`config.mk`:
```
export PLATFORM = sky130hd
export DESIGN_NAME = fetch_sched_flat
export DESIGN_NICKNAME = d
export VERILOG_FILES = /design/src/rtl/fetch_sched_pkg.sv /design/src/rtl/fetch_sched_if.sv /design/src/rtl/fetch_sched_rr_pick4.sv /design/src/rtl/fetch_sched.sv /design/src/flat_wrapper.sv
export SDC_FILE = /design/constraint.sdc
export NUM_CORES = 1
export LEC_CHECK = 0
export ABC_AREA = 1
export BUFFER_PORTS_ARGS = -buffer_cell sky130_fd_sc_hd__buf_2
export CORE_AREA = 2 2 156 158
export CTS_BUF_LIST = sky130_fd_sc_hd__clkbuf_8
export CTS_CLUSTER_DIAMETER = 50
export DETAILED_ROUTE_END_ITERATION = 10
export DIE_AREA = 0 0 158 160
export GPL_ROUTABILITY_DRIVEN = 0
export HOLD_SLACK_MARGIN = 0.12
export PLACE_DENSITY = 0.66
export SLEW_MARGIN = 25
export SYNTH_ARGS = -nofsm -noshare
export SYNTH_HDL_FRONTEND = slang
export SYNTH_HIERARCHICAL = 1
export SYNTH_SLANG_ARGS = --single-unit
export TNS_END_PERCENT = 20
```
`constraint.sdc`:
```
create_clock -name clk -period 3.8 [get_ports clk]
set_input_delay 0.38 -clock clk [delete_from_list [all_inputs] [get_ports clk]]
set_output_delay 0.38 -clock clk [all_outputs]
set_load 0.02 [all_outputs]
```
`src/rtl/fetch_sched_pkg.sv`:
```
// Shared definitions for the fetch scheduler: thread count, state encoding
// and the default FETCH timeout.
package fetch_sched_pkg;

  localparam int NTHREADS      = 4;
  localparam int THREAD_W      = 2;
  localparam int DATA_W        = 32;
  localparam int CNT_W         = 8;
  localparam int FETCH_TIMEOUT = 16;

  typedef enum logic [1:0] {
    FS_IDLE = 2'd0,
    FS_BUSY = 2'd1,
    FS_RESP = 2'd2
  } fs_state_e;

  typedef logic [THREAD_W-1:0] thread_t;
  typedef logic [NTHREADS-1:0] tmask_t;

  function automatic tmask_t thread_onehot(thread_t t);
    return tmask_t'(1) << t;
  endfunction

endpackage

```
`src/rtl/fetch_sched_if.sv`:
```
// Bundle of the per-thread request/response port and the FETCH request port.
// master is the scheduler's view; slave is the front ends plus FETCH.
interface fetch_sched_if;
  import fetch_sched_pkg::*;

  logic [NTHREADS-1:0]        t_req;
  logic [NTHREADS-1:0]        t_write;
  logic [NTHREADS*DATA_W-1:0] t_addr;
  logic [NTHREADS*DATA_W-1:0] t_wdata;
  logic [NTHREADS-1:0]        t_ack;
  logic [NTHREADS-1:0]        t_err;
  logic [DATA_W-1:0]          t_rdata;

  logic                       f_enable;
  logic                       f_write;
  logic [DATA_W-1:0]          f_addr;
  logic [DATA_W-1:0]          f_wdata;
  logic [THREAD_W-1:0]        f_thread;
  logic [DATA_W-1:0]          f_rdata;
  logic                       f_ack;

  modport master (
    input  t_req, t_write, t_addr, t_wdata, f_rdata, f_ack,
    output t_ack, t_err, t_rdata, f_enable, f_write, f_addr, f_wdata, f_thread
  );

  modport slave (
    output t_req, t_write, t_addr, t_wdata, f_rdata, f_ack,
    input  t_ack, t_err, t_rdata, f_enable, f_write, f_addr, f_wdata, f_thread
  );

endinterface

```
`src/rtl/fetch_sched_rr_pick4.sv`:
```
// Combinational 4-way round-robin picker: first set request bit after 'last',
// scanning upward modulo 4. Shared with the writeback arbiter.
module rr_pick4
  import fetch_sched_pkg::*;
(
  input  logic [NTHREADS-1:0] req,
  input  thread_t             last,
  output thread_t             grant,
  output logic                valid
);

  always_comb begin
    // NOTE: every output gets a default before the loop so no path leaves it unassigned (no latch).
    grant = last;
    valid = 1'b0;
    for (int i = 1; i <= NTHREADS; i++) begin
      if (!valid && req[last + thread_t'(i)]) begin
        grant = last + thread_t'(i);
        valid = 1'b1;
      end
    end
  end

endmodule

```
`src/rtl/fetch_sched.sv`:
```
// Shares the single FETCH unit among four hardware threads: round-robin grant,
// one outstanding FETCH request, ack/timeout pulse back to the owning thread.
module fetch_sched
  import fetch_sched_pkg::*;
#(
  parameter int TIMEOUT = FETCH_TIMEOUT
) (
  input logic           clk,
  input logic           rst,
  fetch_sched_if.master bus
);

  localparam logic [CNT_W-1:0] CNT_LAST = CNT_W'(TIMEOUT - 1);

  fs_state_e         state_q;
  thread_t           last_q;
  logic [CNT_W-1:0]  cnt_q;
  logic              f_enable_q;
  logic              f_write_q;
  logic [DATA_W-1:0] f_addr_q;
  logic [DATA_W-1:0] f_wdata_q;
  thread_t           f_thread_q;
  tmask_t            t_ack_q;
  tmask_t            t_err_q;
  logic [DATA_W-1:0] t_rdata_q;

  thread_t           pick_grant;
  logic              pick_valid;

  rr_pick4 u_pick (
    .req   (bus.t_req),
    .last  (last_q),
    .grant (pick_grant),
    .valid (pick_valid)
  );

  // NOTE: all state below is sequential, so it is written only with non-blocking assignments.
  always_ff @(posedge clk) begin
    if (rst) begin
      state_q    <= FS_IDLE;
      last_q     <= thread_t'(NTHREADS - 1);
      cnt_q      <= '0;
      f_enable_q <= 1'b0;
      f_write_q  <= 1'b0;
      f_addr_q   <= '0;
      f_wdata_q  <= '0;
      f_thread_q <= '0;
      t_ack_q    <= '0;
      t_err_q    <= '0;
      t_rdata_q  <= '0;
    end else begin
      case (state_q)
        FS_IDLE: begin
          if (pick_valid) begin
            f_write_q  <= bus.t_write[pick_grant];
            f_addr_q   <= bus.t_addr[DATA_W*pick_grant +: DATA_W];
            f_wdata_q  <= bus.t_wdata[DATA_W*pick_grant +: DATA_W];
            f_thread_q <= pick_grant;
            last_q     <= pick_grant;
            cnt_q      <= '0;
            f_enable_q <= 1'b1;
            state_q    <= FS_BUSY;
          end
        end

        FS_BUSY: begin
          // An ack arriving on the timeout cycle still completes normally.
          if (bus.f_ack) begin
            t_rdata_q  <= bus.f_rdata;
            t_ack_q    <= thread_onehot(f_thread_q);
            f_enable_q <= 1'b0;
            state_q    <= FS_RESP;
          end else if (cnt_q == CNT_LAST) begin
            t_err_q    <= thread_onehot(f_thread_q);
            f_enable_q <= 1'b0;
            state_q    <= FS_RESP;
          end else if (cnt_q != '1) begin
            cnt_q <= cnt_q + 1'b1;
          end
        end

        FS_RESP: begin
          // No arbitration here: gives the finished thread one edge to drop its request.
          t_ack_q <= '0;
          t_err_q <= '0;
          state_q <= FS_IDLE;
        end

        default: state_q <= FS_IDLE;
      endcase
    end
  end

  assign bus.f_enable = f_enable_q;
  assign bus.f_write  = f_write_q;
  assign bus.f_addr   = f_addr_q;
  assign bus.f_wdata  = f_wdata_q;
  assign bus.f_thread = f_thread_q;
  assign bus.t_ack    = t_ack_q;
  assign bus.t_err    = t_err_q;
  assign bus.t_rdata  = t_rdata_q;

endmodule

```
`src/flat_wrapper.sv`:
```
// flat-port wrapper written by rule: the top's interface ports become plain ports
module fetch_sched_flat import fetch_sched_pkg::*;
#(
  parameter int TIMEOUT = FETCH_TIMEOUT
)
  (clk, rst, bus_t_req, bus_t_write, bus_t_addr, bus_t_wdata, bus_f_rdata, bus_f_ack, bus_t_ack, bus_t_err, bus_t_rdata, bus_f_enable, bus_f_write, bus_f_addr, bus_f_wdata, bus_f_thread);
  fetch_sched_if bus_i ();
  input logic clk;
  input logic rst;
  input wire logic [$bits(bus_i.t_req)-1:0] bus_t_req;
  input wire logic [$bits(bus_i.t_write)-1:0] bus_t_write;
  input wire logic [$bits(bus_i.t_addr)-1:0] bus_t_addr;
  input wire logic [$bits(bus_i.t_wdata)-1:0] bus_t_wdata;
  input wire logic [$bits(bus_i.f_rdata)-1:0] bus_f_rdata;
  input wire logic [$bits(bus_i.f_ack)-1:0] bus_f_ack;
  output wire logic [$bits(bus_i.t_ack)-1:0] bus_t_ack;
  output wire logic [$bits(bus_i.t_err)-1:0] bus_t_err;
  output wire logic [$bits(bus_i.t_rdata)-1:0] bus_t_rdata;
  output wire logic [$bits(bus_i.f_enable)-1:0] bus_f_enable;
  output wire logic [$bits(bus_i.f_write)-1:0] bus_f_write;
  output wire logic [$bits(bus_i.f_addr)-1:0] bus_f_addr;
  output wire logic [$bits(bus_i.f_wdata)-1:0] bus_f_wdata;
  output wire logic [$bits(bus_i.f_thread)-1:0] bus_f_thread;
  assign bus_i.t_req = bus_t_req;
  assign bus_i.t_write = bus_t_write;
  assign bus_i.t_addr = bus_t_addr;
  assign bus_i.t_wdata = bus_t_wdata;
  assign bus_i.f_rdata = bus_f_rdata;
  assign bus_i.f_ack = bus_f_ack;
  assign bus_t_ack = bus_i.t_ack;
  assign bus_t_err = bus_i.t_err;
  assign bus_t_rdata = bus_i.t_rdata;
  assign bus_f_enable = bus_i.f_enable;
  assign bus_f_write = bus_i.f_write;
  assign bus_f_addr = bus_i.f_addr;
  assign bus_f_wdata = bus_i.f_wdata;
  assign bus_f_thread = bus_i.f_thread;
  fetch_sched #(.TIMEOUT(TIMEOUT)) u_core (.clk(clk), .rst(rst), .bus(bus_i));
endmodule
```
After elaboration in Yosys (flattened, before gate mapping). Index checks and enable logic that the tools add are counted.

Flip-flop bits (word level): 120. Output and inout port bits: 108. Bits of input ports: 299. Word-level logic and storage cells: 86.

Equality and inequality tests: 11. Shift operators: 3. Add/sub/neg operators: 4. $lt $le $gt $ge: 5. Reduce and logical (&&, ||, !) cells: 16. Muxes and demuxes: 36.

Operators with widths (count): 128-bit by 8-bit variable part select with 32-bit output (2); 8-bit 2-to-1 mux (4); 4-bit one-hot mux with 2 select lines (2); 8-bit one-hot mux with 2 select lines (1); 2-bit by 3-bit less-than comparator with 1-bit output, second input constant (5); 2-bit 2-to-1 mux (7); 1-bit 2-to-1 mux (12); 4-bit 2-to-1 mux (3); 1-bit binary-select mux with 2-bit select (5); 8-bit by 1-bit adder with 8-bit output, second input constant (1); 8-bit by 4-bit equality test with 1-bit output, second input constant (1); 8-bit != test, second input constant (1); 2-bit AND reduction (4); 2-bit by 1-bit != test with 1-bit output, second input constant (3); 2-bit != test, second input constant (3); 3-bit AND reduction (2); 5-bit AND reduction (1); 2-bit adder, second input constant (2); 2-bit one-hot mux with 2 select lines (1); 2-bit nonzero test (2); 1-bit by 2-bit << shifter with 4-bit output, first input constant (1); 1-bit logical AND (3); 1-bit zero test (3); 3-bit by 2-bit != test with 1-bit output, second input constant (1); other kinds (5) (5).

Depth between registers and ports, before layout.
Depth after elaboration: 15. Gate-level depth with buffers: 19. Depth with buffers taken out: 15.

Hierarchy. Netlist, hierarchy kept.

Modules (own cells, without submodules): fetch_sched (sequential area each 2402.3 um^2, instances 1, cells an instance 942, area an instance 6486.2 um^2); rr_pick4 (sequential area each 0.0 um^2, instances 1, cells an instance 46, area an instance 231.5 um^2).

Worst setup path before layout. OpenSTA, ideal clock, no wires.

Path kind: register -> register. Start: reg u_core.last_q[0]. End: reg u_core.f_wdata_q[14] (netlist: u_core/bus.f_wdata[14]). Buffers on the path: 4. Clock period less this slack: 2058 ps. Arrival: 1945 ps. Path slack: 1742 ps. Cell stages (with the launch flop): 17. Required time: 3687 ps. Setup time: 113 ps. Path through: dfxtp_1 -> buf_6 -> inv_4 -> nand2_1 -> nand2_2 -> nand2_2 -> nand2_4 -> a21oi_2 -> nand3_1 -> nand2_1 -> buf_2 -> buf_6 -> clkbuf_4 -> mux2i_1 -> o22ai_1 -> o21ai_1 -> inv_1.

Cells in the longest elaborated chain, start to end: 14. Elaborated cells between the ends (all ways): 27. Those cells by class: add/sub (3); shift (1); mux (16); reduce/logical (7).

RTL lines: start: declaration (RTL line fetch_sched.sv:16) `thread_t last_q;`; start signal: assignment (RTL line fetch_sched.sv:41) `last_q <= thread_t'(NTHREADS - 1);`; start signal: assignment (RTL line fetch_sched.sv:59) `last_q <= pick_grant;`; 2-bit by 1-bit adder with 2-bit output (RTL line fetch_sched_rr_pick4.sv:17, fetch_sched_rr_pick4.sv:18); 1-bit binary-select mux with 2-bit select (RTL line fetch_sched_rr_pick4.sv:17) `if (!valid && req[last + thread_t'(i)]) begin`; 1-bit 2-to-1 mux (not written as such) (RTL line fetch_sched_rr_pick4.sv:17); 1-bit 2-to-1 mux (RTL line fetch_sched_rr_pick4.sv:17); 1-bit zero test (RTL line fetch_sched_rr_pick4.sv:17); 1-bit logical AND (RTL line fetch_sched_rr_pick4.sv:17); 1-bit 2-to-1 mux (RTL line fetch_sched_rr_pick4.sv:17); 1-bit zero test (RTL line fetch_sched_rr_pick4.sv:17); 1-bit logical AND (RTL line fetch_sched_rr_pick4.sv:17); 1-bit 2-to-1 mux (RTL line fetch_sched_rr_pick4.sv:17); 1-bit zero test (RTL line fetch_sched_rr_pick4.sv:17); 1-bit logical AND (RTL line fetch_sched_rr_pick4.sv:17); 2-bit 2-to-1 mux (*) (RTL line fetch_sched_rr_pick4.sv:17); net u_core.pick_grant[0] (RTL line fetch_sched.sv:27) `thread_t pick_grant;`; 128-bit by 8-bit variable part select with 32-bit output (*) (RTL line fetch_sched.sv:57) `f_wdata_q <= bus.t_wdata[DATA_W*pick_grant +: DATA_W];`; end signal: assignment (RTL line fetch_sched.sv:57); end: declaration (RTL line fetch_sched.sv:21) `logic [DATA_W-1:0] f_wdata_q;`.

The timed path passes the listed nets; every way through them passes the cells marked *. The select of a mux whose other input is x is not followed. A chain may end at the register's enable or synchronous reset.

Worst setup path after layout.
Start: reg u_core.last_q[0]. End: reg u_core.f_addr_q[2] (netlist: u_core/bus.f_addr[2]).

Cells in the longest elaborated chain, start to end: 14. Elaborated cells between the ends (all ways): 27. Those cells by class: add/sub (3); shift (1); mux (16); reduce/logical (7).

RTL lines: 2-bit by 1-bit adder with 2-bit output (RTL line fetch_sched_rr_pick4.sv:17, fetch_sched_rr_pick4.sv:18); 1-bit binary-select mux with 2-bit select (RTL line fetch_sched_rr_pick4.sv:17); 1-bit 2-to-1 mux (not written as such) (RTL line fetch_sched_rr_pick4.sv:17); 1-bit 2-to-1 mux (RTL line fetch_sched_rr_pick4.sv:17); 1-bit zero test (RTL line fetch_sched_rr_pick4.sv:17); 1-bit logical AND (RTL line fetch_sched_rr_pick4.sv:17); 1-bit 2-to-1 mux (RTL line fetch_sched_rr_pick4.sv:17); 1-bit zero test (RTL line fetch_sched_rr_pick4.sv:17); 1-bit logical AND (RTL line fetch_sched_rr_pick4.sv:17); 1-bit 2-to-1 mux (RTL line fetch_sched_rr_pick4.sv:17); 1-bit zero test (RTL line fetch_sched_rr_pick4.sv:17); 1-bit logical AND (RTL line fetch_sched_rr_pick4.sv:17); 2-bit 2-to-1 mux (*) (RTL line fetch_sched_rr_pick4.sv:17); net u_core.pick_grant[0] (RTL line fetch_sched.sv:27); 128-bit by 8-bit variable part select with 32-bit output (*) (RTL line fetch_sched.sv:56) `f_addr_q <= bus.t_addr[DATA_W*pick_grant +: DATA_W];`; end signal: assignment (RTL line fetch_sched.sv:56); end: declaration (RTL line fetch_sched.sv:20) `logic [DATA_W-1:0] f_addr_q;`.

Marked as above.

==> impl.org <==
** STA
- Number of max-slew violations in the final report :: 0
- Post-route worst hold slack :: 188 ps
- Setup violations remaining at the end of the flow were counted as 0.
- Based on the critical path, the design can be clocked at up to 352 MHz.
- Post-route fraction of the period consumed by the critical path :: 74.7%
- Final Critical Period :: between 2000 and 3000 ps
- The number of failing hold endpoints at the final stage was 0.
- Actual transition at the worst max-transition pin :: 807 ps
- Final setup TNS :: 0 ps
- Clock skew on the completed layout was measured at 17.7 ps.
- Worst rel slew slack :: 46.2%
- RSZ-0062 raised after global routing :: no

** Clock network
- CTS tree :: yes
- Clock-pin slew of the registers on the worst-case setup and hold paths :: 80 ps
- Buffers inserted during clock tree synthesis total 17.
- Clock latency reported for the late side of the worst-skew pair :: 440 ps
- Clock tree buffer depth :: 2
- Clock sink count :: 120
- Count of instances resized after the clock tree is built :: 0
- Post-CTS setup buffer count :: 0
- Hold Buf Count CTS :: 0
- The tree is rooted in a clkbuf_8.
- CTS built an H-tree with a depth of 4.

** Power
- For this design the ratio of total power to cell area is 952 mW/mm².
- Worst-case vdd ir drop :: approximately 910 µV
- Leakage :: 4.94 nW
- Total power consumption of the routed design :: 0.00880 W

** Worst setup path
- For the worst setup path, the data arrival time is 3160 ps.
- Setup slack on the worst reg-to-reg path comes out at 960 ps.
- Startpoint type of the worst setup path :: flip-flop
- Worst EP required :: roughly 4100 ps
- STA classifies the critical path endpoint as a flip-flop.
- Crit path max fanout :: about 130
- The startpoint identified for the worst register-to-register timing path is u_core/last_q[0].
- CP Launch Point :: u_core/last_q[0]
- The worst setup path is of the flip-flop to flip-flop kind.

** Global routing
- Global routing consumed, over all layers together, approximately 18% of the routing resources.
- Via count of the first global-routing pass :: 7173
- The first global-routing pass estimated 35.9 mm of wire.
- The initial antenna violation count was 2.
- Entering global routing, the biggest net connects 132 pins.
- For this run the aggregate overflow at the end of global routing stands at 0.

** Placement
- Port Buffers :: between 400 and 500
- Total half-perimeter wirelength after legalization and detailed placement :: 17.7 mm

** Final layout
- Fin util :: 38.8%
- The post-route netlist has 34.1% of its cells at a drive strength greater than 1.
- Area growth from synthesis to layout :: 37.7%
- At the end of the flow, the number of nets in the layout was 1651.

** Yosys
- Synth warnings :: 6
- Count of different cell masters after synthesis :: 29
- The largest total area in the synthesized netlist belongs to dfxtp_1.
- Averaged over all synthesized cells, the footprint is between 6 and 7 µm².
- Summed over its instances, the top area cell type makes up between 30 and 40% of the synthesized netlist area.
- Counting flops with an async set or reset pin after synthesis yields a share of 0%.
- Ranked by instance count, the synthesized netlist is headed by 219 x nor2_1, 133 x nand2_1, 120 x dfxtp_1.
- Mapped cell area :: 0.00672 mm²
- The synthesized design contains 120 register bits.
- Synthesized instance count :: slightly below 1000
- Most used standard cell by instance count after synthesis :: nor2_1
- The synthesized design contains 0 enable-type register cells.
- Among all flip-flop cells after synthesis, the most frequent one is dfxtp_1.
- Sequential fraction of the synthesis area :: 35.8%
- Most area-consuming cells after synthesis :: dfxtp_1 36%, nor2_1 12%, mux2i_1 9.7%
- The number of nets handed over by synthesis was 1288.

** Route
- The first routing iteration left 519 violations.
- Post-route DRC :: 0
- Average via count per standard cell :: between 4 and 5
- Total via count in the routed design :: ~7900
- The first TritonRoute pass finished after 5 iterations.
- After detailed routing, the total wire length is 23.9 mm.
- Mean routed wirelength per cell :: 14.2 µm
- The detail route stage leaves a number of antenna-violating nets equal to 0.

** Floorplan
- I/O Pins :: 407
- The floorplan step set the die width to around 160 µm.
- Initial cell density of the core :: between 20% and 30%
- The die is 160 µm tall.
- Die ar. :: 0.0253 mm²
- Core area :: 0.0238 mm²
- The floorplan has 57 rows.

** Job
- Across the run, the number of max-cap violations was 0.

** Worst hold path
- Worst hold path type :: primary input to flip-flop
- The startpoint identified for the worst hold timing path is bus_f_rdata[9].

** Outcome
- The run finished with clean final reports.
-- worst max-delay path, cell delays in order, from the launching register on --
cell	delay, ps
dfxtp_1	560
inv_4	90
nand2_1	100
nand2_2	80
nand2_2	90
nand2_4	70
a21oi_2	150
nand3_1	140
nand2_4	120
buf_12	400
mux2i_1	350
o22ai_1	120
o21ai_0	160
inv_1	50
-- cells by family after synthesis --
logic type               share of synthesized area [%]
AO/OA/AOI/OAI                                     20.2
XOR/XNOR                                         0.391
adder cells (fa/ha/maj)                          0.186
buffers and inverters                             10.6
flip-flops                                        35.8
multiplexers                                      9.69
AND/OR/NAND/NOR                                   23.2
-- area by class of cell --
cell class,count,area [µm²]
fillers,2582,14600
multi-input cells,713,3630
flip-flops and latches,120,2400
repair buffers,414,2130
well taps,324,405
inverters,85,322
clock buffers,20,275
clock inverters,11,78.8
diodes,2,5.00
-- registers in the layout, summed over array words and instances, names as in the netlist --
register and cells:
u_core/bus.f_wdata 32, u_core/state_q 2, u_core/bus.f_addr 32, u_core/bus.t_err 4, u_core/bus.t_ack 4, u_core/bus.f_write 1, u_core/last_q 2, u_core/cnt_q 8
u_core/bus.t_rdata 32, u_core/bus.f_thread 2, u_core/bus.f_enable 1
-- where the power goes --
part | internal, W | total, W | switching, W
Clock | 0.000498 | 0.00103 | 0.000535
Combinational | 0.00214 | 0.00594 | 0.00381
Sequential | 0.00162 | 0.00182 | 0.000200
-- per-stage QoR --
stage          area [µm²]  instances  worst slack, ps
6_report             9250       1689              963
5_1_grt              9250       1689              773
4_1_cts              9240       1687             1080
3_5_place_dp         8890       1656             1090
3_3_place_gp         8890       1656             1170
2_1_floorplan        6720        988             1740
-- path summary, 6_finish.rpt --
| path | endpoint | cells past startpoint |
|---|---|---|
| setup / recovery | u_core/bus.f_addr[2] | 13 |
| hold / removal | u_core/bus.t_rdata[9] | 3 |
| hold reg to reg | u_core/bus.t_ack[0] | 2 |
| setup reg to reg | u_core/bus.f_addr[2] | 13 |
-- routing by layer --
metal  track usage [%]  part of all wire (%)  up-vias
met3              5.37                   7.0       35
met1              21.2                    43     3566
li1                  -                     -     3994
met4              4.95                   1.8        0
met5                 0                     0        -
met2              31.1                    48      258
-- cells in the final DEF (no fill, tap or decap) --
cell type and instances:
inv_4 1, o21ai_1 51, diode_2 2, nor3_1 4, a21oi_2 1, nor2_1 219, mux2i_1 65, dfxtp_1 120
clkinv_4 5, nor3b_1 1, buf_12 3, nand4_1 3, inv_1 80, o22ai_1 65, nand3_4 1, buf_2 405
nand3_1 19, ha_1 1, nor2_4 2, clkinv_2 1, o21bai_1 1, buf_4 6, xor2_1 3, inv_2 6
o21ai_0 84, nand2_1 131, nand2_4 4, nand2_2 7, a21oi_1 51, clkinvlp_4 3, clkbuf_8 20
Power figures use the tool's default switching activity.
